File: src/rtl/pipe_ctrl_pkg.sv
// Shared definitions for the pipeline hazard controller: opcodes that the
// controller reacts to, the controller state encoding and the NOP word.
package pipe_ctrl_pkg;

   localparam logic [5:0]  OP_LDR  = 6'h10;
   localparam logic [5:0]  OP_MUL  = 6'h08;
   localparam logic [5:0]  OP_HALT = 6'h3F;
   localparam logic [25:0] NOP     = 26'h0;

   typedef enum logic [2:0] {
      RUN        = 3'd0,
      LOAD_STALL = 3'd1,
      MUL_WAIT   = 3'd2,
      FLUSH      = 3'd3,
      HALT       = 3'd4
   } state_t;

endpackage

File: src/rtl/pipe_hazard_ctrl_hazard_detect.sv
// Load-use comparator: flags an ID instruction that reads the register a load
// in EX is about to write. r0 is hardwired, so it never creates a hazard.
module hazard_detect #(
   parameter int REG_W = 5
) (
   input  logic             ex_is_load,
   input  logic [REG_W-1:0] ex_rd,
   input  logic [REG_W-1:0] id_rn,
   input  logic [REG_W-1:0] id_rm,
   output logic             hazard
);

   // Pure compare, no state
   always_comb begin
      hazard = ex_is_load && (ex_rd != '0) && ((ex_rd == id_rn) || (ex_rd == id_rm));
   end

endmodule

File: src/rtl/pipe_hazard_ctrl.sv
// Pipeline control unit: PC enable / next-PC, IF/ID hold and flush, ID/EX
// bubble and EX hold for load-use stalls, taken branches, multicycle MUL and
// HALT. Optional stall-cycle counter behind PIPE_HAZARD_PERF_EN.
module pipe_hazard_ctrl
   import pipe_ctrl_pkg::*;
#(
   parameter int PC_W         = 16,
   parameter int REG_W        = 5,
   parameter int OP_W         = 6,
   parameter int MUL_CYCLES   = 4,
   parameter int FLUSH_CYCLES = 2
) (
   input  logic             clk,
   input  logic             rst,
   input  logic [OP_W-1:0]  id_opcode,
   input  logic [REG_W-1:0] id_rn,
   input  logic [REG_W-1:0] id_rm,
   input  logic [REG_W-1:0] ex_rd,
   input  logic             ex_is_load,
   input  logic             ex_branch_taken,
   input  logic [PC_W-1:0]  ex_branch_target,
   input  logic [PC_W-1:0]  pc_count,
   output logic             pc_en,
   output logic [PC_W-1:0]  new_pc,
   output logic             if_id_en,
   output logic             if_id_flush,
   output logic             id_ex_bubble,
   output logic             ex_hold,
   output logic             halted
`ifdef PIPE_HAZARD_PERF_EN
   ,
   output logic [15:0]      stall_cnt
`endif
);

   localparam logic [7:0] MUL_LOAD   = 8'(MUL_CYCLES - 1);
   localparam logic [7:0] FLUSH_LOAD = 8'(FLUSH_CYCLES - 1);

   state_t     state, state_nxt;
   logic [7:0] cnt, cnt_nxt;
   logic       hazard;

   hazard_detect #(.REG_W(REG_W)) u_hazard (
      .ex_is_load (ex_is_load),
      .ex_rd      (ex_rd),
      .id_rn      (id_rn),
      .id_rm      (id_rm),
      .hazard     (hazard)
   );

   // Outputs and next state from current state and inputs; reset forces the
   // quiescent values so the pipe loads NOPs while rst is low
   always_comb begin
      pc_en        = 1'b1;
      if_id_en     = 1'b1;
      new_pc       = pc_count + PC_W'(1);
      if_id_flush  = 1'b0;
      id_ex_bubble = 1'b0;
      ex_hold      = 1'b0;
      halted       = 1'b0;
      state_nxt    = state;
      cnt_nxt      = cnt;
      case (state)
         RUN: begin
            if (ex_branch_taken) begin
               new_pc       = ex_branch_target;
               if_id_flush  = 1'b1;
               id_ex_bubble = 1'b1;
               if (FLUSH_CYCLES > 1) begin
                  state_nxt = FLUSH;
                  cnt_nxt   = FLUSH_LOAD;
               end
            end else if (hazard) begin
               pc_en        = 1'b0;
               if_id_en     = 1'b0;
               id_ex_bubble = 1'b1;
               state_nxt    = LOAD_STALL;
            end else if (id_opcode == OP_MUL) begin
               state_nxt = MUL_WAIT;
               cnt_nxt   = MUL_LOAD;
            end else if (id_opcode == OP_HALT) begin
               pc_en        = 1'b0;
               if_id_en     = 1'b0;
               id_ex_bubble = 1'b1;
               state_nxt    = HALT;
            end
         end
         // One cycle of plain advance after the stall bubble
         LOAD_STALL: state_nxt = RUN;
         MUL_WAIT: begin
            pc_en    = 1'b0;
            if_id_en = 1'b0;
            ex_hold  = 1'b1;
            cnt_nxt  = cnt - 8'd1;
            if (cnt == 8'd1) state_nxt = RUN;
         end
         FLUSH: begin
            if_id_flush = 1'b1;
            if (ex_branch_taken) begin
               new_pc       = ex_branch_target;
               id_ex_bubble = 1'b1;
               cnt_nxt      = FLUSH_LOAD;
            end else begin
               cnt_nxt = cnt - 8'd1;
               if (cnt == 8'd1) state_nxt = RUN;
            end
         end
         HALT: begin
            halted       = 1'b1;
            pc_en        = 1'b0;
            if_id_en     = 1'b0;
            id_ex_bubble = 1'b1;
         end
         default: state_nxt = RUN;
      endcase
      if (!rst) begin
         pc_en        = 1'b0;
         if_id_en     = 1'b0;
         new_pc       = '0;
         if_id_flush  = 1'b1;
         id_ex_bubble = 1'b1;
         ex_hold      = 1'b0;
         halted       = 1'b0;
      end
   end

   // State and down-counter registers
   always_ff @(posedge clk or negedge rst) begin
      if (!rst) begin
         state <= RUN;
         cnt   <= 8'd0;
      end else begin
         state <= state_nxt;
         cnt   <= cnt_nxt;
      end
   end

`ifdef PIPE_HAZARD_PERF_EN
   // Saturating count of cycles the PC is frozen by a hazard (HALT excluded)
   always_ff @(posedge clk or negedge rst) begin
      if (!rst) stall_cnt <= 16'd0;
      else if (!pc_en && !halted && stall_cnt != 16'hFFFF) stall_cnt <= stall_cnt + 16'd1;
   end
`endif

endmodule

File: config.mk
export PLATFORM = sky130hd
export DESIGN_NAME = pipe_hazard_ctrl
export DESIGN_NICKNAME = d
export VERILOG_FILES = /design/src/rtl/pipe_ctrl_pkg.sv /design/src/rtl/pipe_hazard_ctrl_hazard_detect.sv /design/src/rtl/pipe_hazard_ctrl.sv
export SDC_FILE = /design/constraint.sdc
export NUM_CORES = 1
export LEC_CHECK = 0
export ABC_AREA = 1
export CORE_MARGIN = 2
export CORE_UTILIZATION = 44
export CTS_CLUSTER_SIZE = 10
export DETAILED_ROUTE_END_ITERATION = 6
export PLACE_DENSITY = 0.89
export REMOVE_ABC_BUFFERS = 1
export SLEW_MARGIN = 15
export SYNTH_ARGS = -nofsm -noshare
export SYNTH_HDL_FRONTEND = slang
export SYNTH_SLANG_ARGS = --single-unit
File: constraint.sdc
create_clock -name clk -period 2.8 [get_ports clk]
set_clock_uncertainty 0.05 [all_clocks]
set_input_delay 0.56 -clock clk [delete_from_list [all_inputs] [get_ports clk]]
set_output_delay 0.56 -clock clk [all_outputs]
set_load 0.01 [all_outputs]
==> results.md <==
## Critical path
* cnt[2] — worst flop-to-flop path endpoint
* 2.19 ns — data required time of the critical path
* 9 — depth of the critical timing path with buffers and inverters included
* 2.18 ns — arrival time of the worst setup path
* input port — Startpoint Class
* pc_count[8] — crit path from
* state[0] — origin of the critical flop-to-flop path
* in -> out — Crit Path Category
* buffers and inverters — Crit path max-delay family
* 1.16 ns — FF-to-FF setup slack
* 4 — Buffers & Inverters on Critical Path
* output port — capturing element type of the critical path
* sky130_fd_sc_hd__clkdlybuf4s50_1 — cell with the largest stage delay on the worst path
* clkdlybuf4s50_1 > nand2_1 > nor2_2 > buf_6 > buf_4 > nand3_1 > xor2_1 > a21oi_1 > buf_2 — sequence of cells on the critical path
* 3 — maximum fanout along the worst path
* 7 — worst reg-to-reg path cell count
* new_pc[15] — crit path to
* 0.56 ns — largest stage delay on the critical path

## Detailed routing
* 2143 — overall via count from detail_route
* 5.72 mm — Routed Wire Length
* 4 — number of iterations in the first detailed-routing pass
* 339 um — detailed route wirelength on metal3
* 5.13 — detail-routed via count per cell
* 13.7 um — mean routed wirelength per cell
* 111 — initial drt markers
* 0 — remaining design rule violation count
* 2.46 mm — WL met1
* 2.80 mm — detailed route wirelength on metal2
* met4 — highest metal layer with signal wires
* 0 — Post-DRT Antenna Nets

## Clock network
* 0.06 ns — clock-pin slew on the worst setup and hold paths
* 1 — number of H-tree branching levels
* 2 — worst-case clock buffer depth
* sky130_fd_sc_hd__clkbuf_4 — clock tree root driver cell
* 0.27 ns — clock latency on the worst-skew pair
* 11 — clk sinks
* 3 — Num CTS Buffers
* built — CTS tree

## GRT
* 2105 — vias in the first global route
* 0.291 — overall routing resource usage
* 0 — initial antenna violation count
* 9.40 mm — wire length of the first global-routing pass
* 16 — maximum number of pins on one net before global-route repair
* 0 — total congestion overflow after global routing

## Pwr
* 1.42 mW — overall power of the completed layout
* 0.368 mV — maximum vdd drop
* 1.39 nW — Static Leakage
* 529 nW/um^2 — P per Cell Area

## Synth
* 1540 um^2 — post-synthesis instance area
* 0.179 — proportion of synthesized chip area in sequential cells
* 6.02 um^2 — synthesized area per cell
* sky130_fd_sc_hd__dfrtp_1, sky130_fd_sc_hd__nand2_1, sky130_fd_sc_hd__inv_1 — dominant cells by area after synthesis
* 11 — Yosys reg bits
* 0 — Yosys warning count
* 256 — Gate Count Post-Synth
* sky130_fd_sc_hd__dfrtp_1 — library cell with the largest summed area after synthesis
* 34 — count of unique library cells instantiated by Yosys
* 0.179 — top cell type's share of synthesized area

## STA
* 0.324 ns — transition time at the pin with the least slew margin
* 0.998 — share of the clock period used by the worst path after layout
* 358 MHz — Max Freq
* 0 ns — post-route setup TNS
* 0.783 — worst slew margin relative to its limit
* 0.00565 ns — post-route setup slack
* 0 — endpoints failing hold
* 0 — final max-slew violation count
* 0.454 ns — WHS
* 0 — Setup Viol. Count Final
* 2.79 ns — post-route minimum period

## Cells and area
* 2680 um^2 — Final Instance Area
* 418 — Post-Layout Cell Count
* 0.258 — fraction of layout cells with a size suffix above 1
* 0 — number of inserted diodes
* 219 — Filler cells
* sky130_fd_sc_hd__nand2_1 — most common cell after layout, fill and taps aside
* 275 um^2 — register area
* sky130_fd_sc_hd__nand2_1, sky130_fd_sc_hd__clkdlybuf4s50_1, sky130_fd_sc_hd__buf_4 — most frequent cells in the layout
* 1130 um^2 — total area of multi-input combinational cells
* 0.804 — fraction of the core area covered by cells at the end of the flow
* 433 — number of nets in the layout
* 74.2% — Layout area overhead

## Die
* 63.2 um — Die Wd
* 3340 um^2 — area of the core
* 79 — Boundary Pins
* 63.2 um — die height
* 0.462 — initial core utilization
* 21 — row count
* 3990 um^2 — die area

## Placed design
* 0.845 — routability congestion estimate
* 406 — number of placed instances with taps included
* -0.534 ns — Setup Slack @ Placement
* 78 — Port Buffer Count
* 4.20 mm — hpwl dp
* 2580 um^2 — DP Area

## Worst hold path
* reg -> reg — Min-Delay Path Class

## Flow run
* 0 — max-capacitance violation count

## Run status
* completed — result of the run

-- cell families (layout without fill, tap and decap cells) --
family          Yosys count  in the layout  share of synthesized area
compound gates           50             50                      0.213
xor+xnor                 16             16                     0.0910
fa+ha+maj                 3              3                     0.0244
buf+inv                  44            160                      0.123
flops                    11             11                      0.179
simple gates            132            132                      0.370
-- cell usage after synthesis --
master and instances:
sky130_fd_sc_hd__nor2_2 4, sky130_fd_sc_hd__a31oi_1 1, sky130_fd_sc_hd__a22oi_1 1, sky130_fd_sc_hd__nand2_1 73, sky130_fd_sc_hd__clkbuf_1 1, sky130_fd_sc_hd__xnor2_1 5, sky130_fd_sc_hd__buf_4 1, sky130_fd_sc_hd__nand3_1 14
sky130_fd_sc_hd__nor2_4 2, sky130_fd_sc_hd__nor3b_1 1, sky130_fd_sc_hd__buf_6 1, sky130_fd_sc_hd__inv_2 10, sky130_fd_sc_hd__a211oi_2 1, sky130_fd_sc_hd__ha_1 3, sky130_fd_sc_hd__o21bai_1 1, sky130_fd_sc_hd__xor2_1 11
sky130_fd_sc_hd__buf_2 1, sky130_fd_sc_hd__nor3_2 1, sky130_fd_sc_hd__nor2_1 27, sky130_fd_sc_hd__nor3_1 2, sky130_fd_sc_hd__dfrtp_1 11, sky130_fd_sc_hd__o211ai_1 5, sky130_fd_sc_hd__nand4_1 4, sky130_fd_sc_hd__buf_8 1
sky130_fd_sc_hd__o2111ai_1 2, sky130_fd_sc_hd__or2_2 1, sky130_fd_sc_hd__a21oi_2 10, sky130_fd_sc_hd__o21ai_1 14, sky130_fd_sc_hd__a211o_1 1, sky130_fd_sc_hd__a21oi_1 8, sky130_fd_sc_hd__o21ai_0 5, sky130_fd_sc_hd__nand2_2 3
sky130_fd_sc_hd__a21o_1 1, sky130_fd_sc_hd__inv_1 29
-- cell type report --
| cell class | instances | share of cell area |
|---|---|---|
| well taps | 46 | 0.0214 |
| multi-input cells | 201 | 0.421 |
| repair inverters | 1 | 0.00233 |
| clock buffers | 4 | 0.00979 |
| repair buffers | 116 | 0.385 |
| flip-flops and latches | 11 | 0.103 |
| inverters | 39 | 0.0573 |
-- tightest hold or removal path, delay by kind of cell (launching register included) --
family / cells / cell delay [ns]
simple gates: 2 / 0.11
flops: 1 / 0.37
-- where the power goes --
group | switching, mW | internal (mW) | total [mW]
logic | 0.587 | 0.443 | 1.03
registers | 0.0656 | 0.215 | 0.281
clock network | 0.0548 | 0.0552 | 0.110
-- registers in the layout, summed over array words and instances, names as in the netlist --
name / flops
cnt: 8
state: 3
-- timing repair --
| action | 4_1_cts | 5_1_grt |
|---|---|---|
| resized for setup | 53 | 21 |
| gates cloned | 1 | 0 |
| pin swaps | 7 | 12 |
| setup endpoints to repair | 19 | 11 |
| hold buffers | 0 | 0 |
| buffers inserted | 5 | 2 |
-- how the worst min path moves through the flow --
stage,endpoint,depth (start not counted),startpoint,slack [ns]
global route,cnt[5],2,cnt[5],0.49
CTS,cnt[5],2,cnt[5],0.46
global placement,cnt[5],2,cnt[5],0.43
finish,cnt[5],2,cnt[5],0.45
detailed placement,cnt[5],2,cnt[5],0.44
floorplan,cnt[0],0,rst,0.21
-- per-layer routing --
| layer | up-vias | global-route usage |
|---|---|---|
| met5 | - | 0 |
| met4 | 0 | 0.0806 |
| met3 | 15 | 0.0571 |
| met2 | 85 | 0.517 |
| met1 | 978 | 0.353 |
| li1 | 1065 | - |
Note: power is estimated with default switching activity, not from simulation.
